<file path="src/rtl/frame_max_reducer.sv">
// frame_max_reducer: per-frame largest-magnitude float and its index, held on a valid/ready output
module frame_max_reducer #(
    parameter int DATA_WIDTH = 32,
    parameter int FRAME_LEN  = 512,
    parameter int IDX_WIDTH  = 9
) (
    input  logic                  clk,
    input  logic                  rst,
    input  logic                  clear,
    input  logic                  in_valid,
    output logic                  in_ready,
    input  logic [DATA_WIDTH-1:0] in_data,
    output logic                  out_valid,
    input  logic                  out_ready,
    output logic [DATA_WIDTH-1:0] out_max,
    output logic [IDX_WIDTH-1:0]  out_index
);
    typedef enum logic {ACCUM, HOLD} state_t;
    state_t                r_state;
    logic [IDX_WIDTH-1:0]  r_count;
    logic [DATA_WIDTH-1:0] r_run_max;
    logic [IDX_WIDTH-1:0]  r_run_idx;
    logic                  w_xfer;
    logic                  w_first;
    logic                  w_last;
    logic                  w_replace;
    logic [DATA_WIDTH-1:0] w_new_max;
    logic [IDX_WIDTH-1:0]  w_new_idx;
    // magnitude order is an unsigned compare of everything below the sign; ties go to the newer sample
    always_comb begin
        w_xfer    = in_valid && in_ready && r_state == ACCUM;
        w_first   = r_count == '0;
        w_last    = r_count == IDX_WIDTH'(FRAME_LEN - 1);
        w_replace = in_data[DATA_WIDTH-2:0] >= r_run_max[DATA_WIDTH-2:0];
        w_new_max = (w_first || w_replace) ? in_data : r_run_max;
        w_new_idx = w_first ? '0 : w_replace ? r_count : r_run_idx;
    end
    always_ff @(posedge clk or posedge rst) begin
        if (rst) begin
            r_state   <= ACCUM;
            r_count   <= '0;
            r_run_max <= '0;
            r_run_idx <= '0;
            in_ready  <= 1'b0;
            out_valid <= 1'b0;
            out_max   <= '0;
            out_index <= '0;
        end else if (r_state == ACCUM) begin
            in_ready <= 1'b1;
            if (clear) begin
                r_count <= '0;
            end else if (w_xfer) begin
                r_run_max <= w_new_max;
                r_run_idx <= w_new_idx;
                r_count   <= w_last ? '0 : r_count + 1'b1;
                if (w_last) begin
                    out_max   <= w_new_max;
                    out_index <= w_new_idx;
                    out_valid <= 1'b1;
                    in_ready  <= 1'b0;
                    r_state   <= HOLD;
                end
            end
        end else if (clear || out_ready) begin
            out_valid <= 1'b0;
            in_ready  <= 1'b1;
            r_state   <= ACCUM;
        end
    end
endmodule
</file>
<file path="config.mk">
export PLATFORM = sky130hd
export DESIGN_NAME = frame_max_reducer
export DESIGN_NICKNAME = d
export VERILOG_FILES = /design/src/rtl/frame_max_reducer.sv
export SDC_FILE = /design/constraint.sdc
export NUM_CORES = 1
export LEC_CHECK = 0
export CORE_UTILIZATION = 30
export CTS_CLUSTER_DIAMETER = 120
export CTS_CLUSTER_SIZE = 28
export DETAILED_ROUTE_END_ITERATION = 6
export PLACE_DENSITY = 0.5
export REMOVE_ABC_BUFFERS = 1
export SYNTH_ARGS = -nofsm -noshare
export SYNTH_HDL_FRONTEND = slang
export SYNTH_SLANG_ARGS = --single-unit
</file>
<file path="constraint.sdc">
create_clock -name clk -period 3.4 [get_ports clk]
set_clock_uncertainty 0.2 [all_clocks]
set_input_delay 0.68 -clock clk [delete_from_list [all_inputs] [get_ports clk]]
set_output_delay 0.68 -clock clk [all_outputs]
set_load 0.01 [all_outputs]
</file>
Yosys cells after proc, flatten, opt, wreduce, memory -nomap -nowiden
Cells that the tools add are included.
{"block": "classes", "magnitude_cmp": 1, "eq_ne": 3, "n_mux": 21, "reduce_logical": 12, "n_bitwise": 2, "add_sub_neg": 1}
{"op": "9-bit two-way mux", "n": 5}
{"op": "32-bit two-way mux", "n": 1}
{"op": "31-bit greater-or-equal comparator", "n": 1}
{"op": "1-bit two-way mux", "n": 15}
{"op": "9-bit by 1-bit adder with 9-bit output (second input constant)", "n": 1}
{"op": "9-bit equality test (second input constant)", "n": 1}
{"op": "9-bit zero test", "n": 1}
{"op": "4-bit AND reduction", "n": 2}
{"op": "2-bit nonzero test", "n": 3}
{"op": "2-bit by 1-bit inequality test with 1-bit output (second input constant)", "n": 2}
{"op": "3-bit AND reduction", "n": 1}
{"op": "1-bit logical AND", "n": 2}
{"op": "1-bit logical OR", "n": 2}
{"op": "1-bit NOT", "n": 2}
{"op": "2-bit AND reduction", "n": 1}
{"block": "word_totals", "elab_cells": 48, "out_inout_bits": 43, "regBits": 94}

Logic depth before layout (Yosys ltp)
Gate-level depths: netlist of run 1.
{"block": "depth", "ltp_word": 5, "ltp_mapped": 11}

Worst setup path before layout of run 1
No wires, ideal clock.
{"block": "synth_path", "path_type": "input to register", "startpoint": "in in_data[4]", "endpoint": "reg out_max[0]", "stages": 9, "t_arrival_ps": 2601, "setup_slack_ps": 452, "path_cell_list": "ha_1 -> a21o_1 -> a211o_1 -> a41oi_1 -> nor4b_2 -> or3_1 -> nor2_1 -> buf_2 -> a221oi_1"}
{"block": "synth_via", "elab_chain_len": 3}
{"element": "from (decl)", "line_no": "12", "rtl": "input logic [DATA_WIDTH-1:0] in_data,"}
{"element": "31-bit greater-or-equal comparator", "line_no": "34", "rtl": "w_replace = in_data[DATA_WIDTH-2:0] >= r_run_max[DATA_WIDTH-2:0];"}
{"element": "1-bit logical OR", "line_no": "35", "rtl": "w_new_max = (w_first || w_replace) ? in_data : r_run_max;"}
{"element": "32-bit two-way mux", "line_no": "35"}
{"element": "to (signal assigned)", "line_no": "57", "rtl": "out_max <= w_new_max;"}
{"element": "to (decl)", "line_no": "15", "rtl": "output logic [DATA_WIDTH-1:0] out_max,"}
No other way between the ends.
A chain may end at the register's enable or synchronous reset.

Worst setup path after layout of run 1
{"block": "layout_path", "startpoint": "in in_data[0]", "endpoint": "reg out_max[24]"}
The elaborated chain is that of the path after synthesis.

==> out/summary.txt, run 1 <==
===============================================================================
Run status                                                            completed
Most repeated cell in the gate-level netlist after synthesis       sky130_fd_sc_hd__dfrtp_1
Share of the core filled with cells in the final layout                   0.406
Largest vdd supply drop                                                  284 uV
Area taken by multi-input logic gates                              0.00247 mm^2
Final cell count without fillers                                            860
Horiz. Die Dim                                                           133 um
Buffers on Ports                                                             79
Slowest cell on crit path                                          sky130_fd_sc_hd__clkdlybuf4s50_1
I/O pins                                                                     80
Clock buffer count from CTS                                                   9
Area used by sequential logic in the layout                        0.00235 mm^2
Total via count after detailed routing                                     4449
End of the worst register-to-register path                          out_max[24]
Final antenna-violating net count                                             0
Capture point of the worst path                                     out_max[24]
Buffers and inverters on the worst path                                       3
Crit share post-route                                                     0.958
First-pass detailed-route iteration total                                     7
Worst hold margin                                                      0.286 ns
Final WL                                                               14100 um
Number of warnings reported in the yosys synthesis log                        0
Largest delay share family, worst path                             compound AO/OA/AOI/OAI gates
Max cap viols                                                                 0
Data arrival time of the worst path                                     3.29 ns
Detailed-route DRC error count                                                0
Worst slew margin relative to its limit                                   0.606
CTS Buffer Depth                                                              2
Reg2Reg Setup Slack                                                     0.39 ns
Clock Root Buffer                                                  sky130_fd_sc_hd__clkbuf_16
Placed cell area                                                   0.00649 mm^2
Highest clock rate                                                    0.307 GHz
Proportion of total power due to net switching                            0.341
R2r startpoint                                                       r_count[0]
Skew-Pair Late Insertion Delay                                          0.35 ns
DIE HEIGHT                                                               133 um
CTS sink count                                                               94
Crit Path Class                                                    input pin to register
Initial cell density of the core                                          0.310
Share of cells above drive strength 1                                     0.103
Leakage power of the design                                          0.00313 uW
Maximum number of pins on one net before global-route repair                 79
Area share of fa/ha/maj cells after synthesis                            0.0821
Critical path launch point type                                       input pin
Combinational share of power                                              0.296
Layout fillers                                                             1683
Std cell rows                                                                47
Vias per Instance                                                          5.17
Number of endpoints with negative hold slack in the final report              0
Syn Area/Cell                                                         9.60 um^2
Cell Pwr Density                                                    480 mW/mm^2
Fin nets                                                                    706
Count of flip-flops with a built-in enable after synthesis                    0
Overall routing resource usage                                            0.164
Final Setup Violations                                                        0
Max Fanout on Critical Path                                                  16
Antenna violations before repair                                              0
Residual overflow from global routing                                         0
Predominant post-synthesis flop cell                               sky130_fd_sc_hd__dfrtp_1
Switching power summed over all nets                                    1110 uW
Combinational family with the most area after synthesis            compound AO/OA/AOI/OAI gates
Cell depth of the worst flop-to-flop path                                    10
Global-route wire length before repair                                 23200 um
Count of buffers added by post-CTS timing repair for setup                    0
Area fraction in compound gates after synthesis                           0.223
Number of instances in the synthesized netlist                              540
FFs w/ async S/R, synth                                                    1.00
Clock share of power                                                      0.308
Launch point of the worst path                                       in_data[0]
Area enclosed by the die boundary                                   0.0178 mm^2
Vias in the first global route                                             4598
TritonCTS clock tree                                                      built
Synthesized-area fraction occupied by xor and xnor cells                0.00338
Number of placed instances with taps included                               844
Delay of the slowest cell on the worst path                             0.48 ns
P&R area growth vs syn                                                    30.9%
Top post-synthesis cells by area                                   sky130_fd_sc_hd__dfrtp_1, sky130_fd_sc_hd__ha_1, sky130_fd_sc_hd__mux2i_1
Flops & latches, synth                                                       94
Time the final worst path needs with I/O delays and setup               3.26 ns
Fin. max-slew vios                                                            0
Initial DRC Count                                                           234
Detailed placer's ending HPWL                                           9580 um
Crit-path cells                                                    clkdlybuf4s50_1, inv_1, ha_1, nor2b_1, o21ai_0, a41oi_2, nor4b_2, or3_1, nor2_2, buf_4, a221oi_1
Distinct cell type count after synthesis                                     42
Most instantiated cells after synthesis                            sky130_fd_sc_hd__dfrtp_1, sky130_fd_sc_hd__inv_1, sky130_fd_sc_hd__a21oi_1, sky130_fd_sc_hd__nor2_1, sky130_fd_sc_hd__nand2_1
CTS H-tree depth                                                              3
Wire length per cell after detailed routing                             16.3 um
Clock-pin slew on the worst setup and hold paths                        0.08 ns
Power Internal                                                          2140 uW
Share of synthesized area spent on multiplexers                          0.0657
Mapped cell area                                                   0.00518 mm^2
Share of synthesized cell area in and, or, nand and nor gates            0.0956
Total number of cells along the worst setup path                             11
Unrepaired setup endpoints after global routing                           false
Final instance area                                                0.00678 mm^2
Core box area                                                       0.0167 mm^2
Seq pwr share                                                             0.396
Capturing element type of the critical path                            register
Required time reported for the critical path endpoint                   3.43 ns
HP Class                                                           register to register
Area share of the leading cell type in the synthesized netlist            0.454
Cell type contributing the most total cell area after synthesis    sky130_fd_sc_hd__dfrtp_1
Sequential-to-total area share from yosys stat                            0.454
Number of antenna diodes                                                      0
Tightest Pin Transition                                                0.590 ns
RePlAce Congestion                                                        0.767
===============================================================================
[sequential cells by signal (all words and copies together) (netlist names)]
name,flops
in_ready,1
r_run_max,32
out_valid,1
out_max,32
out_index,9
r_state,1
r_run_idx,9
r_count,9
[cell usage in the layout (no fill, tap or decap), types with 31 or more instances in the layout]
master | Yosys | layout
sky130_fd_sc_hd__ha_1 | 34 | 34
sky130_fd_sc_hd__mux2i_1 | 34 | 34
sky130_fd_sc_hd__inv_1 | 69 | 68
sky130_fd_sc_hd__buf_4 | 1 | 31
sky130_fd_sc_hd__nor2_1 | 45 | 41
sky130_fd_sc_hd__dfrtp_1 | 94 | 94
sky130_fd_sc_hd__a21oi_1 | 53 | 52
sky130_fd_sc_hd__clkdlybuf4s50_1 | 0 | 79
sky130_fd_sc_hd__a311oi_1 | 32 | 32
sky130_fd_sc_hd__a221oi_1 | 32 | 32
sky130_fd_sc_hd__nand2_1 | 36 | 34
[how the worst min path moves through the flow]
stage	endpoint	startpoint	cells past startpoint	slack (ns)
2_1_floorplan	r_run_idx[0]	r_run_idx[0]	1	0.27
3_3_place_gp	out_valid	out_valid	2	0.27
3_5_place_dp	out_valid	out_valid	2	0.27
4_1_cts	out_valid	out_valid	2	0.29
5_1_grt	out_valid	out_valid	2	0.31
6_report	out_valid	out_valid	2	0.29
[power groups by stage]
stage                     Clock, uW  Sequential, uW  Combinational [uW]
after floorplan                   0            1300                 593
after global placement            0            1310                 940
after detailed placement          0            1310                 960
after CTS                      1040            1290                 966
after global routing           1080            1300                1090
final                          1000            1290                 964
[layout make-up]
type	count	area share
clock buffer	9	0.0332
clock inverter	7	0.00885
inverter	69	0.0384
multi-input combinational	345	0.364
sequential	94	0.347
tap	220	0.0406
timing repair buffer	116	0.169
[routing by layer]
layer	GRT usage	wire, um
met4	0.0581	213
met2	0.269	6620
met1	0.223	6750
met5	0	0
met3	0.0213	477
[metrics by stage]
stage,worst slack [ns],setup TNS (ns),total power [uW]
5_1_grt,0.0119,0,3470
4_1_cts,0.143,0,3290
2_1_floorplan,-1.47,-69.51,1890
3_3_place_gp,-0.202,-10.44,2250
6_report,0.144,0,3250
3_5_place_dp,-0.229,-12.42,2270
[kinds of logic after synthesis]
group | after synthesis
buffers and inverters | 101
muxes | 34
and+or+nand+nor | 112
adders and majority gates | 34
AOI/OAI and AO/OA | 163
DFF | 94
xor gates and xnor gates | 2
[worst min-delay path, stage by stage (launching register included)]
cell and delay, ns:
sky130_fd_sc_hd__dfrtp_1 0.35, sky130_fd_sc_hd__nand2_1 0.05, sky130_fd_sc_hd__nand2_1 0.06
[what timing repair did]
item,4_1_cts,5_1_grt
hold buffers,0,0
gates resized for setup,0,2
endpoints found under the setup margin,0,6
hold endpoints to repair,0,0
Power figures use the tool's default switching activity.
==> run 2: changes to the inputs <==
- CORE_ASPECT_RATIO: unset -> 1.75
- PLACE_DENSITY: 0.5 -> 0.49
- clock period: 3.4 -> 3.2 ns (I/O delays scaled with it)
==> run 2 against run 1 <==
Compared with the run above:
- core utilization grew 2.0 points
- combinational power grew 22%
- clock power grew 5%
- cell count grew 3.1%
- first-iteration DRC count shrank 30%
- wire length grew 11%
- cell area grew 6.5%
- via count grew 3.0%
==> out/summary.txt, run 2 (same netlist as run 1, synthesis figures left out) <==
===============================================================================
DIE HEIGHT                                                               176 um
End of the worst register-to-register path                         out_index[7]
Hold Path Sink                                                     r_run_idx[0]
Crit share post-route                                                     0.981
Capturing element type of the critical path                            register
Clock Root Buffer                                                  sky130_fd_sc_hd__clkbuf_16
Antenna violations before repair                                              0
Number of placed instances with taps included                               867
Post-Place Worst Slack                                                -0.438 ns
Fin nets                                                                    726
Highest clock rate                                                    0.319 GHz
Cell Pwr Density                                                    498 mW/mm^2
Leakage power of the design                                          0.00335 uW
Required time reported for the critical path endpoint                   3.24 ns
R2r startpoint                                                     r_run_max[29]
CTS H-tree depth                                                              3
Reg2Reg Setup Slack                                                     0.37 ns
Time the final worst path needs with I/O delays and setup               3.14 ns
Hold Path Cell Cnt                                                            1
Skew-Pair Late Insertion Delay                                          0.35 ns
Crit Path Class                                                    input pin to register
Vias per Instance                                                          5.16
Final Setup Violations                                                        0
Share of cells above drive strength 1                                     0.164
Worst slew margin relative to its limit                                   0.557
Initial DRC Count                                                           164
First-pass detailed-route iteration total                                     5
Most common library cell in the layout ignoring fill and taps      sky130_fd_sc_hd__dfrtp_1
Leading cell types in the layout, fill and taps excluded           sky130_fd_sc_hd__dfrtp_1, sky130_fd_sc_hd__clkdlybuf4s50_1, sky130_fd_sc_hd__inv_1, sky130_fd_sc_hd__a21oi_1, sky130_fd_sc_hd__buf_4
Layout fillers                                                             1651
Data arrival time of the worst path                                     3.18 ns
I/O pins                                                                     80
Overall routing resource usage                                            0.182
Buffers on Ports                                                             79
Wire length per cell after detailed routing                             17.6 um
Final WL                                                               15600 um
Global-route wire length before repair                                 24700 um
Clock buffer count from CTS                                                   9
TritonCTS clock tree                                                      built
Final cell count without fillers                                            887
Number of endpoints with negative hold slack in the final report              0
Min-delay src                                                      r_run_idx[0]
Max Fanout on Critical Path                                                  13
Max cap viols                                                                 0
Number of antenna diodes                                                      0
Launch point of the worst path                                      in_data[29]
Maximum number of pins on one net before global-route repair                 50
Vias in the first global route                                             4792
Final antenna-violating net count                                             0
RePlAce Congestion                                                        0.857
Horiz. Die Dim                                                           101 um
P&R area growth vs syn                                                    39.3%
Cell depth of the worst flop-to-flop path                                    10
CTS Hold Buffers Added                                                        0
Detailed placer's ending HPWL                                          10500 um
Core box area                                                       0.0169 mm^2
Unrepaired setup endpoints after global routing                            true
Initial cell density of the core                                          0.306
Critical path launch point type                                       input pin
Run status                                                            completed
Tightest Pin Transition                                                0.656 ns
Largest vdd supply drop                                                  229 uV
CTS sink count                                                               94
CTS Buffer Depth                                                              2
Std cell rows                                                                63
Total via count after detailed routing                                     4581
Leading registers by flop count                                    out_max: 32 flops, r_run_max: 32 flops
HP Class                                                           register to register
Final WS setup                                                        0.0614 ns
Residual overflow from global routing                                         0
Area enclosed by the die boundary                                   0.0178 mm^2
Detailed-route DRC error count                                                0
Clock-pin slew on the worst setup and hold paths                        0.07 ns
Fin. max-slew vios                                                            0
===============================================================================
[run 2: changes by cell type in the layout (fill, tap and decap cells not counted), sizes merged]
cell	before	now
clkbuf	9	13
dlymetal6s2s	0	5
inv	73	69
clkdlybuf4s50	79	74
buf	37	54
clkinvlp	0	3
[run 2: metal layers]
metal | wire length, um | vias to the layer above | global-route usage
li1 | - | 2192 | -
met1 | 6340 | 2277 | 0.209
met2 | 8580 | 97 | 0.330
met3 | 435 | 15 | 0.0239
met4 | 286 | 0 | 0.0755
met5 | 0 | - | 0
[run 2: layout make-up]
type | instances | area [um^2] | share of cell area
inverters | 69 | 260 | 0.0360
clock buffers | 10 | 239 | 0.0331
well taps | 227 | 284 | 0.0393
multi-input cells | 345 | 2640 | 0.366
flip-flops and latches | 94 | 2350 | 0.326
repair buffers | 136 | 1400 | 0.194
clock inverters | 6 | 45.0 | 0.00624
[run 2: worst max-delay path by stage]
stage                               end  slack [ns]
after floorplan           r_run_max[10]       -1.67
after global routing      r_run_max[11]       -0.01
after global placement       out_max[0]       -0.38
after CTS                  r_run_idx[0]       0.007
after detailed placement     out_max[2]       -0.44
final                      out_index[7]        0.06
[run 2: metrics by stage]
stage	power, uW	utilization	TNS, ns	area (um^2)	hold WS [ns]
3_5_place_dp	2460	0.393	-29.54	6660	0.283
3_3_place_gp	2430	0.393	-25.33	6660	0.288
2_1_floorplan	2010	-	-91.00	5040	0.266
5_1_grt	3830	0.426	-0.0353	7220	0.311
4_1_cts	3540	0.410	0	6960	0.304
6_report	3600	0.426	0	7220	0.299
[run 2: power by group]
part / leakage, uW / total, uW / internal (uW) / switching [uW]
Sequential: 0.00123 / 1370 / 1330 / 45.8
Combinational: 0.00199 / 1180 / 483 / 696
Clock: 0.000131 / 1050 / 551 / 494
[run 2: what timing repair did]
item,in CTS,in global routing
cloned,0,3
endpoints found under the hold margin,0,0
resized for setup,2,33
pin swaps,1,10
buffers inserted,0,1
endpoints found under the setup margin,49,75
[run 2: worst max-delay path: stages]
cell and delay [ns]:
sky130_fd_sc_hd__clkdlybuf4s50_1 0.43, sky130_fd_sc_hd__ha_1 0.34, sky130_fd_sc_hd__a21oi_1 0.17, sky130_fd_sc_hd__nand2_1 0.07, sky130_fd_sc_hd__a221o_2 0.45, sky130_fd_sc_hd__or2_2 0.36, sky130_fd_sc_hd__o31ai_4 0.13, sky130_fd_sc_hd__buf_6 0.23
sky130_fd_sc_hd__a21oi_1 0.08, sky130_fd_sc_hd__o31ai_1 0.27
==> run 3: changes to the inputs <==
- CTS_CLUSTER_DIAMETER: 120 -> 200
==> results of run 3 <==
No change in the layout: final DEF, timing and power equal those of run 2.
